--- config.mk ---
export PLATFORM = sky130hd
export DESIGN_NAME = card_dealer
export DESIGN_NICKNAME = d
export VERILOG_FILES = /design/src/rtl/card_dealer.sv
export SDC_FILE = /design/constraint.sdc
export NUM_CORES = 1
export LEC_CHECK = 0
export CORE_ASPECT_RATIO = 2
export CORE_UTILIZATION = 30
export CTS_BUF_LIST = sky130_fd_sc_hd__clkbuf_4
export CTS_CLUSTER_DIAMETER = 30
export DETAILED_ROUTE_END_ITERATION = 6
export PLACE_DENSITY = 0.43
export RECOVER_POWER = 100
export SLEW_MARGIN = 10
export SYNTH_ARGS = -nofsm -noshare
export SYNTH_HDL_FRONTEND = slang
export SYNTH_SLANG_ARGS = --single-unit
export TNS_END_PERCENT = 50
--- constraint.sdc ---
create_clock -name clk -period 6.5 [get_ports clk]
set_input_delay 1.3 -clock clk [delete_from_list [all_inputs] [get_ports clk]]
set_output_delay 1.3 -clock clk [all_outputs]
set_load 0.03 [all_outputs]
--- src/rtl/card_dealer.sv ---
// Finite 52-card deck: fills in rank order, LFSR Fisher-Yates shuffle, deals one card per request.
// Latency: card 1 cycle after request in READY; requests while busy are held 1-deep until READY.
// Backpressure: none; a second request while one is pending is dropped, shuffle_req always wins.
module card_dealer #(
    parameter logic [15:0] SEED       = 16'hACE1,
    parameter logic        SHUFFLE_EN = 1'b1
) (
    input  logic       clk,
    input  logic       reset,
    input  logic       shuffle_req,
    input  logic       card_req,
    output logic       card_valid,
    output logic [5:0] card_value,
    output logic [3:0] card_rank,
    output logic       ready,
    output logic [5:0] cards_left,
    output logic       busy
);

    localparam logic [15:0] SEED_EFF = (SEED == 16'h0000) ? 16'hACE1 : SEED;

    typedef enum logic [1:0] {ST_FILL, ST_SHUFFLE, ST_READY} state_t;

    state_t      state_q, state_d;
    logic [5:0]  idx_q, idx_d;
    logic [5:0]  deal_ptr_q, deal_ptr_d;
    logic        pending_q, pending_d;
    logic [15:0] lfsr_q, lfsr_d, lfsr_step;
    logic        fill_en, swap_en, deal_en;
    logic [5:0]  mask, j, fill_tmp;
    logic [3:0]  fill_rank;
    logic [3:0]  deck [52];

    function automatic logic [5:0] rank_to_value(input logic [3:0] r);
        if (r == 4'd1)
            return 6'd11;
        else if (r >= 4'd11)
            return 6'd10;
        else
            return {2'b00, r};
    endfunction

    // Galois form of x^16+x^14+x^13+x^11+1
    assign lfsr_step = lfsr_q[0] ? ((lfsr_q >> 1) ^ 16'hB400) : (lfsr_q >> 1);

    always_comb begin
        mask = 6'd63;
        if (idx_q <= 6'd1)
            mask = 6'd1;
        else if (idx_q <= 6'd3)
            mask = 6'd3;
        else if (idx_q <= 6'd7)
            mask = 6'd7;
        else if (idx_q <= 6'd15)
            mask = 6'd15;
        else if (idx_q <= 6'd31)
            mask = 6'd31;
        j = lfsr_q[5:0] & mask;
    end

    // (idx mod 13) + 1 without a divider
    always_comb begin
        fill_tmp = idx_q + 6'd1;
        if (idx_q >= 6'd39)
            fill_tmp = idx_q - 6'd38;
        else if (idx_q >= 6'd26)
            fill_tmp = idx_q - 6'd25;
        else if (idx_q >= 6'd13)
            fill_tmp = idx_q - 6'd12;
        fill_rank = fill_tmp[3:0];
    end

    always_comb begin
        state_d    = state_q;
        idx_d      = idx_q;
        deal_ptr_d = deal_ptr_q;
        pending_d  = pending_q;
        lfsr_d     = (state_q == ST_SHUFFLE) ? lfsr_step : lfsr_q;
        fill_en    = 1'b0;
        swap_en    = 1'b0;
        deal_en    = 1'b0;
        case (state_q)
            ST_FILL: begin
                fill_en = 1'b1;
                if (card_req)
                    pending_d = 1'b1;
                if (idx_q == 6'd51)
                    state_d = SHUFFLE_EN ? ST_SHUFFLE : ST_READY;
                else
                    idx_d = idx_q + 6'd1;
            end
            ST_SHUFFLE: begin
                if (card_req)
                    pending_d = 1'b1;
                if (j <= idx_q) begin
                    swap_en = 1'b1;
                    if (idx_q == 6'd1) begin
                        state_d    = ST_READY;
                        deal_ptr_d = 6'd0;
                    end else begin
                        idx_d = idx_q - 6'd1;
                    end
                end
            end
            ST_READY: begin
                if (card_req || pending_q) begin
                    if (deal_ptr_q == 6'd52) begin
                        // Deck exhausted: rebuild and deliver this card afterwards
                        state_d    = ST_FILL;
                        idx_d      = 6'd0;
                        deal_ptr_d = 6'd0;
                        pending_d  = 1'b1;
                    end else begin
                        deal_en    = 1'b1;
                        deal_ptr_d = deal_ptr_q + 6'd1;
                        pending_d  = 1'b0;
                    end
                end
            end
            default: state_d = ST_FILL;
        endcase
        if (shuffle_req) begin
            state_d    = ST_FILL;
            idx_d      = 6'd0;
            deal_ptr_d = 6'd0;
            pending_d  = pending_q | card_req;
            swap_en    = 1'b0;
            deal_en    = 1'b0;
        end
    end

    always_ff @(posedge clk or negedge reset) begin
        if (!reset) begin
            state_q    <= ST_FILL;
            idx_q      <= 6'd0;
            deal_ptr_q <= 6'd0;
            pending_q  <= 1'b0;
            lfsr_q     <= SEED_EFF;
            card_valid <= 1'b0;
            card_rank  <= 4'd0;
            card_value <= 6'd0;
        end else begin
            state_q    <= state_d;
            idx_q      <= idx_d;
            deal_ptr_q <= deal_ptr_d;
            pending_q  <= pending_d;
            lfsr_q     <= lfsr_d;
            card_valid <= deal_en;
            if (deal_en) begin
                card_rank  <= deck[deal_ptr_q];
                card_value <= rank_to_value(deck[deal_ptr_q]);
            end
        end
    end

    // Deck contents are not reset; FILL always rebuilds them before use
    always_ff @(posedge clk) begin
        if (fill_en) begin
            deck[idx_q] <= fill_rank;
        end else if (swap_en) begin
            deck[idx_q] <= deck[j];
            deck[j]     <= deck[idx_q];
        end
    end

    assign ready      = (state_q == ST_READY);
    assign busy       = (state_q != ST_READY);
    assign cards_left = 6'd52 - deal_ptr_q;

endmodule

==> results of run 1 <==
-- cells in the mapped netlist (all sizes together), types with 5 or more instances --
cell	n
nand2	122
a22oi	6
a221oi	8
dfrtp	32
o31ai	6
a21o	5
nand3	76
mux2	24
nor4	10
dfstp	8
clkbuf	84
o211ai	10
xnor2	9
a211oi	7
a21oi	22
nor2	40
inv	29
o22ai	9
mux2i	217
edfxtp	208
ha	27
o21ai	193
a31oi	7
nor3	12
buf	54
mux4	148
nand4	7
or2	5
nand2b	9
-- cell usage in the layout, fill, tap and decap left out, types with 18 or more instances in the layout --
master	instances
a21oi_1	22
buf_4	46
clkbuf_4	93
dfrtp_1	29
edfxtp_1	208
ha_1	27
inv_1	25
mux2_2	24
mux2i_1	215
mux4_1	18
mux4_2	130
nand2_1	122
nand3_1	75
nor2_1	39
o21ai_0	187
-- cells by family (layout without fill, tap and decap cells) --
kind of cell | Yosys count | after routing
AOI/OAI and AO/OA | 305 | 305
muxes | 389 | 389
xor gates and xnor gates | 12 | 12
and+or+nand+nor | 301 | 301
other | 1 | 5
DFF | 248 | 248
buffers and inverters | 167 | 218
adders and majority gates | 27 | 27
-- how the worst max path moves through the flow --
| stage | endpoint | slack [ps] | depth (start not counted) |
|---|---|---|---|
| floorplan | deck[24][0]$_DFFE_PP_ | 870 | 21 |
| global placement | deck[50][0]$_DFFE_PP_ | 1080 | 13 |
| detailed placement | deck[32][0]$_DFFE_PP_ | 1050 | 13 |
| CTS | deck[7][0]$_DFFE_PP_ | 1050 | 13 |
| global route | deck[3][1]$_DFFE_PP_ | 490 | 14 |
| finish | deck[4][0]$_DFFE_PP_ | 700 | 13 |
-- sequential cells by signal (all words and copies together), names as in the netlist, 2 cells and up --
register	cells
idx_q	6
state_q	2
lfsr_q	16
deck	208
deal_ptr_q	6
card_value	4
card_rank	4
-- through the flow --
stage               worst slack (ps)  util [%]  hold WS [ps]  power [uW]  std cells
floorplan                        871         -           456        6430       1451
global placement                1080      32.0           467        8450       2148
detailed placement              1050      32.0           470        8520       2148
CTS                             1050      33.7           488       10200       2264
global route                     495      33.6           498       10500       2266
finish                           701      33.6           478       10100       2267
-- metal layers --
metal | share of wire [%] | wire [um]
met1 | 33 | 23500
met2 | 53 | 38200
met3 | 5.1 | 3680
met4 | 8.8 | 6290
met5 | 0 | 0
-- critical path, stage by stage, from the launching register on --
cell and delay (ps):
dfrtp_4 640, ha_1 390, and4b_1 210, o21ai_0 640
inv_1 460, ha_1 420, nand4_1 160, a21oi_1 80
o32a_1 540, a211oi_1 660, nand4_1 280, o31ai_1 340
buf_4 500, mux2i_1 150
-- cell type report --
cell class,count,area share (%)
multi-input combinational,1036,49.4
sequential,248,37.2
tap,762,4.88
clock buffer,93,3.57
timing repair buffer,73,3.06
clock inverter,23,1.27
inverter,29,0.570
antenna,3,0.0384
-- power by group --
group / switching (uW) / total [uW] / internal [uW] / leakage (uW)
combinational: 3890 / 5800 / 1910 / 0.00438
clock: 735 / 1640 / 901 / 0.000552
sequential: 212 / 2640 / 2430 / 0.00238
==> impl_metrics.tcl, run 1 <==
set metrics [dict create \
    grt_overflow 0 \
    drt_iter0_markers 1314 \
    post_dp_cell_area_sq_um 18600 \
    timing.reg2reg.setup_slack_ps 700 \
    cp.required_ps 7000 \
    hold_end "card_rank[1]$_DFFE_PN0P_" \
    worst-slew-pin-transition_ps 2330 \
    tritoncts "built" \
    drt_pass1_iterations 6 \
    rsz0062_at_grt "false" \
    vias_per_cell 5.99 \
    clock_latency_ps 810 \
    number_of_antenna_violations_at_the_first_check_in_global_routing 2 \
    synth_cells 1450 \
    clock_skew_ps 53.9 \
    postSynth.topFlopCell "edfxtp_1" \
    place_congestion 0.928 \
    synth_top_area_cell "edfxtp_1" \
    setup_viol 0 \
    status "finished with violations" \
    layout.cell_area.non_filler_sq_um 19500 \
    compound_cell_area_share_of_the_yosys_netlist_pct 10.4 \
    yosys.area_share.adder_pct 1.91 \
    crit_arrival_ps 6300 \
    largest_family_of_logic_cells_by_synthesized_area "multiplexers" \
    multi_input_area_sq_um 9650 \
    first_pass_grt_wire_length_um 103000 \
    dp_hpwl_um 50300 \
    drv.max_cap_violation_count 3 \
    setup-tns-final_ps 0 \
    hold_path_depth 1 \
    clkSlewWorstSetupHoldPaths_ps 70 \
    timing.final.crit_share_pct 89.2 \
    area_delta_synth_final_pct 10.6 \
    top_usage_layer "met2" \
    path_class "flip-flop to flip-flop" \
    mapped_area_sq_um 17700 \
    critical_path_peak_fanout 28 \
    synthDominantCellAreaShare_pct 35.4 \
    cell_pwr_density_nw_per_um2 516 \
    seq_area_frac_synth_pct 41.1 \
    io_pins 23 \
    synthXorXnorAreaFrac_pct 0.595 \
    die_h_um 345 \
    ant_nets 0 \
    post_cts.repair.setup_buffers 0 \
    holdBufCountCts 0 \
    fp-row-count 125 \
    cts_root_buffer "clkbuf_4" \
    hold_path_class "flip-flop to flip-flop" \
    use_met1_pct 24.1 \
    worst_r2r_startpoint "idx_q[0]$_DFFE_PN0P_" \
    start_kind "flip-flop" \
    synth.top_cells.by_area "edfxtp_1 (35%), mux4_2 (17%), mux2i_1 (12%)" \
    ys.warnings.count 0 \
    post_route_cells_drive_above_1_share_pct 23.0 \
    worst_setup_path_end_kind "flip-flop" \
    layout.filler_cells 5797 \
    synth_simple_gate_area_share_pct 8.04 \
    final.min_clock_period_ps 5800 \
    grt.total_usage_pct 24.1 \
    cellLeakagePower_uw 0.00731 \
    flip_flop_and_latch_count_after_synthesis 248 \
    grt_max_degree 53 \
    post_synth.cell_area_avg_sq_um 12.2 \
    grt_use_met2_pct 44.2 \
    buffer_depth_of_the_longest_clock_path 3 \
    cts_resized 0 \
    design.final.nets 1485 \
    clock_sinks 248 \
    h-tree-depth 3 \
    portBuffers 20 \
    hold_viol 0 \
    die_w_um 174 \
    synth.area.mux_share_pct 33.1 \
    timing.slew.headroom_pct -55.2 \
    power.ir.vdd_worst_mv 0.392 \
    groute.layer.met3.usage_pct 3.29 \
    failed_checks "capacitance limit, slew limit" \
    logic_depth_of_the_worst_register_to_register_path 13 \
    drc_errors_left 0 \
    core_region_area_sq_um 58200 \
    floorplan.die_area_sq_um 59900 \
    seq_area_sq_um 7270 \
    via_count 13600 \
    initial_core_utilization_pct 30.4 \
    final_slew_viol_count 83 \
    routed_wirelength_um 71600 \
    number_of_synthesized_flops_with_an_enable_pin 208 \
    grt_pass1_vias 14100 \
    tritoncts.num_buffers 66 \
    ys_async_sr_fraction_pct 16.1 \
    cp-startpoint "idx_q[0]$_DFFE_PN0P_" \
    r2r_endpoint "deck[4][0]$_DFFE_PP_" \
    clock.fmax_mhz 172 \
    hold_start "card_rank[1]$_DFFE_PN0P_" \
    synth.distinct_cells 81 \
    post_drt_wl_per_cell_um 31.6 \
]
No activity file was read; power rests on OpenSTA's default activity.
==> inputs of run 2 (changes only) <==
Settings changed: CORE_MARGIN set to 2.
==> impl_metrics.tcl, run 2 (same netlist as run 1, synthesis figures left out) <==
set metrics [dict create \
    cp.required_ps 6910 \
    cts_resized 0 \
    die_h_um 347 \
    setup_viol 0 \
    rsz0062_at_grt "false" \
    worst_setup_path_end_kind "flip-flop" \
    start_kind "flip-flop" \
    holdBufCountCts 0 \
    fp-row-count 125 \
    clock_latency_ps 850 \
    post_cts.repair.setup_buffers 0 \
    grt.total_usage_pct 23.8 \
    setup-tns-final_ps 0 \
    hold_path_depth 1 \
    tritoncts "built" \
    clock_sinks 248 \
    cell_pwr_density_nw_per_um2 516 \
    drc_errors_left 0 \
    first_pass_grt_wire_length_um 103000 \
    layout.cell_area.non_filler_sq_um 19400 \
    final.min_clock_period_ps 5760 \
    dp_hpwl_um 50900 \
    clkSlewWorstSetupHoldPaths_ps 80 \
    initial_core_utilization_pct 30.4 \
    post_dp_cell_area_sq_um 18600 \
    worst-slew-pin-transition_ps 2290 \
    layout_top_registers "deck (208), lfsr_q (16)" \
    layout_commonest_cell "mux2i_1" \
    via_count 13500 \
    io_pins 23 \
    area_delta_synth_final_pct 9.67 \
    h-tree-depth 2 \
    drv.max_cap_violation_count 4 \
    tritoncts.num_buffers 61 \
    core_region_area_sq_um 58200 \
    final_slew_viol_count 103 \
    clock.fmax_mhz 174 \
    post_route_cells_drive_above_1_share_pct 22.6 \
    timing.final.crit_share_pct 88.6 \
    floorplan.die_area_sq_um 61000 \
    cts_root_buffer "clkbuf_4" \
    vias_per_cell 5.98 \
    hold_path_class "flip-flop to flip-flop" \
    die_w_um 176 \
    place_congestion 0.920 \
    grt_overflow 0 \
    post_drt_wl_per_cell_um 32.3 \
    largest_register_ff_count 208 \
    buffer_depth_of_the_longest_clock_path 3 \
    ant_nets 0 \
    portBuffers 20 \
    crit_arrival_ps 6170 \
    grt_max_degree 53 \
    hold_viol 0 \
    grt_pass1_vias 13800 \
    design.final.nets 1478 \
    path_class "flip-flop to flip-flop" \
    routed_wirelength_um 73100 \
    status "finished with violations" \
    number_of_antenna_violations_at_the_first_check_in_global_routing 4 \
    critical_path_peak_fanout 23 \
    top_reg_by_flops "deck" \
    drt_iter0_markers 1170 \
    drt_pass1_iterations 5 \
    clock_skew_ps 95.0 \
    layout_common_cells "mux2i_1 (215), edfxtp_1 (208), o21ai_0 (188), mux4_2 (130), nand2_1 (122)" \
    timing.slew.headroom_pct -52.9 \
    cellLeakagePower_uw 0.00723 \
    power.ir.vdd_worst_mv 0.384 \
    logic_depth_of_the_worst_register_to_register_path 13 \
    failed_checks "capacitance limit, slew limit" \
]
-- run 2: power by group --
part	total, uW	leakage (uW)	switching [uW]	internal, uW
Sequential	2600	0.00238	173	2430
Clock	1490	0.000504	736	753
Combinational	5900	0.00435	4010	1900
Total	9990	0.00723	4910	5080
-- run 2: final timing paths --
path	from	end	slack, ps
hold reg to reg	card_rank[2]$_DFFE_PN0P_	card_rank[2]$_DFFE_PN0P_	470
hold / removal	card_rank[2]$_DFFE_PN0P_	card_rank[2]$_DFFE_PN0P_	470
setup reg to reg	idx_q[1]$_DFFE_PN0P_	deck[39][0]$_DFFE_PP_	740
max in group asynchronous	reset	idx_q[0]$_DFFE_PN0P_	3720
setup / recovery	idx_q[1]$_DFFE_PN0P_	deck[39][0]$_DFFE_PP_	740
min in group asynchronous	reset	pending_q$_DFFE_PN0P_	1180
-- run 2: layout make-up --
| class | instances | area, sq um |
|---|---|---|
| fill | 5886 | 38800 |
| multi-input combinational | 1036 | 9620 |
| sequential | 248 | 7270 |
| tap | 762 | 953 |
| clock buffer | 89 | 668 |
| timing repair buffer | 71 | 562 |
| clock inverter | 24 | 185 |
| inverter | 29 | 111 |
| antenna | 5 | 12.5 |
-- run 2: metal layers --
layer	GRT usage, %	routed length [um]	up-vias
met3	3.25	3540	209
met2	44.0	39300	589
li1	-	-	5781
met4	17.4	5970	2
met5	0	27	-
met1	24.2	24300	6967
-- run 2: through the flow --
step | std cells | power, uW | hold WS [ps] | setup WS [ps] | util (%)
floorplan | 1451 | 6430 | 456 | 871 | -
global placement | 2146 | 8590 | 463 | 1260 | 32.0
detailed placement | 2146 | 8630 | 469 | 1200 | 32.0
CTS | 2259 | 10200 | 485 | 1170 | 33.5
global route | 2264 | 10400 | 496 | 498 | 33.3
finish | 2264 | 9990 | 472 | 740 | 33.3
-- run 2: worst max-delay path, cell delays in order (launching register included) --
cell	delay, ps
dfrtp_2	380
buf_4	360
ha_1	460
and2_0	220
a2bb2oi_1	600
nor2_1	200
ha_1	340
a211oi_1	240
nor2_1	90
o32a_1	430
nor4_1	260
clkbuf_1	910
nand2_1	420
o21ai_0	410
==> inputs of run 3 (changes only) <==
Settings changed: CORE_UTILIZATION 30 to 55, PLACE_DENSITY 0.43 to 0.7.
==> impl_metrics.tcl, run 3 (same netlist as run 1, synthesis figures left out) <==
set metrics [dict create \
    final_slew_viol_count 114 \
    grt_overflow 0 \
    design.final.nets 1469 \
    first_pass_grt_wire_length_um 90400 \
    drt_pass1_iterations 6 \
    grt.total_usage_pct 37.1 \
    layout_commonest_cell "mux2i_1" \
    hold-worst-slack_ps 476 \
    cts_resized 0 \
    setup_viol 0 \
    ant_nets 0 \
    post_cts.repair.setup_buffers 0 \
    core_region_area_sq_um 31500 \
    h-tree-depth 2 \
    timing.final.crit_share_pct 89.4 \
    critical_path_peak_fanout 22 \
    dp_slack_ps 1260 \
    power.ir.vdd_worst_mv 0.503 \
    post_dp_cell_area_sq_um 18100 \
    buffer_depth_of_the_longest_clock_path 3 \
    clock_sinks 248 \
    cellLeakagePower_uw 0.00716 \
    status "finished with violations" \
    layout_common_cells "mux2i_1 (215), edfxtp_1 (208), o21ai_0 (187), mux4_2 (130), nand2_1 (122)" \
    drv.max_cap_violation_count 3 \
    layout.filler_cells 2661 \
    hold_path_class "flip-flop to flip-flop" \
    cp.required_ps 6880 \
    path_class "flip-flop to flip-flop" \
    place_congestion 1.04 \
    final.setup.worst_slack_ps 690 \
    dp_hpwl_um 42300 \
    clock_skew_ps 71.4 \
    drt_iter0_markers 1909 \
    area_delta_synth_final_pct 6.71 \
    top_reg_by_flops "deck" \
    floorplan.die_area_sq_um 33700 \
    start_kind "flip-flop" \
    worst_setup_path_end_kind "flip-flop" \
    portBuffers 20 \
    number_of_antenna_violations_at_the_first_check_in_global_routing 1 \
    layout_top_registers "deck (208), lfsr_q (16)" \
    vias_per_cell 7.34 \
    post_drt_wl_per_cell_um 31.9 \
    worst-slew-pin-transition_ps 2190 \
    cts_root_buffer "clkbuf_4" \
    drc_errors_left 0 \
    largest_register_ff_count 208 \
    tritoncts.num_buffers 58 \
    timing.slew.headroom_pct -46.2 \
    fp-row-count 92 \
    initial_core_utilization_pct 56.0 \
    routed_wirelength_um 60800 \
    rsz0062_at_grt "false" \
    hold_viol 0 \
    grt_pass1_vias 14300 \
    clock.fmax_mhz 172 \
    clock_latency_ps 770 \
    failed_checks "capacitance limit, slew limit" \
    final.min_clock_period_ps 5810 \
    io_pins 23 \
    setup-tns-final_ps 0 \
    tritoncts "built" \
    post_route_cells_drive_above_1_share_pct 21.9 \
    die_h_um 257 \
    crit_arrival_ps 6200 \
    grt_max_degree 59 \
    cell_pwr_density_nw_per_um2 506 \
    die_w_um 131 \
    via_count 14000 \
    clkSlewWorstSetupHoldPaths_ps 70 \
    layout.cell_area.non_filler_sq_um 18900 \
    holdBufCountCts 0 \
]
-- run 3: cell types whose count changed in the layout (fill, tap and decap cells not counted), sizes merged --
cell / previous run / this run
clkbuf: 99 / 92
diode: 5 / 1
buf: 42 / 39
clkinv: 20 / 18
bufinv: 3 / 2
inv: 30 / 29
-- run 3: final cells by class --
type,instances,area [sq um],share of cell area [%]
multi-input combinational,1036,9640,51.2
sequential,248,7270,38.6
clock buffer,85,638,3.38
tap,423,529,2.81
timing repair buffer,65,524,2.78
clock inverter,20,133,0.703
inverter,29,111,0.591
antenna,1,2.50,0.0133
-- run 3: metrics by stage --
stage / power, uW / std cells / util [%]
5_1_grt: 9920 / 1907 / 59.8
3_5_place_dp: 8130 / 1801 / 57.5
2_1_floorplan: 6430 / 1451 / -
6_report: 9540 / 1907 / 59.8
3_3_place_gp: 8000 / 1801 / 57.5
4_1_cts: 9460 / 1906 / 59.9
-- run 3: metal layers --
layer  global-route usage, %  routed length, um  vias to the layer above
met5                       0                  0                        -
met4                    35.0               7200                        0
met3                    9.67               5540                      360
met2                    59.0              29500                      954
met1                    38.9              18500                     6936
li1                        -                  -                     5754
-- run 3: path summary, 6_finish.rpt --
path / start / to / slack (ps) / depth (start not counted)
min in group asynchronous: reset / lfsr_q[4]$_DFFE_PN0N_ / 1200 / 1
hold / removal: card_rank[2]$_DFFE_PN0P_ / card_rank[2]$_DFFE_PN0P_ / 480 / 1
max in group asynchronous: reset / deal_ptr_q[0]$_DFFE_PN0P_ / 3790 / 1
setup reg to reg: idx_q[2]$_DFFE_PN0P_ / deck[40][0]$_DFFE_PP_ / 690 / 14
hold reg to reg: card_rank[2]$_DFFE_PN0P_ / card_rank[2]$_DFFE_PN0P_ / 480 / 1
setup / recovery: idx_q[2]$_DFFE_PN0P_ / deck[40][0]$_DFFE_PP_ / 690 / 14
-- run 3: power breakdown --
group	switching [uW]	internal, uW
Combinational	3710	1890
Sequential	183	2430
Clock	657	678
-- run 3: worst max-delay path: stages (launching register included) --
cell and delay (ps):
dfrtp_1 530, inv_1 440, ha_1 310, and4bb_1 340, a311o_1 610, inv_4 310, ha_1 380, nand2b_1 80
a21oi_1 80, o32ai_1 260, clkbuf_1 350, a21oi_1 180, nor2_1 230, nand2_1 500, o21ai_0 870
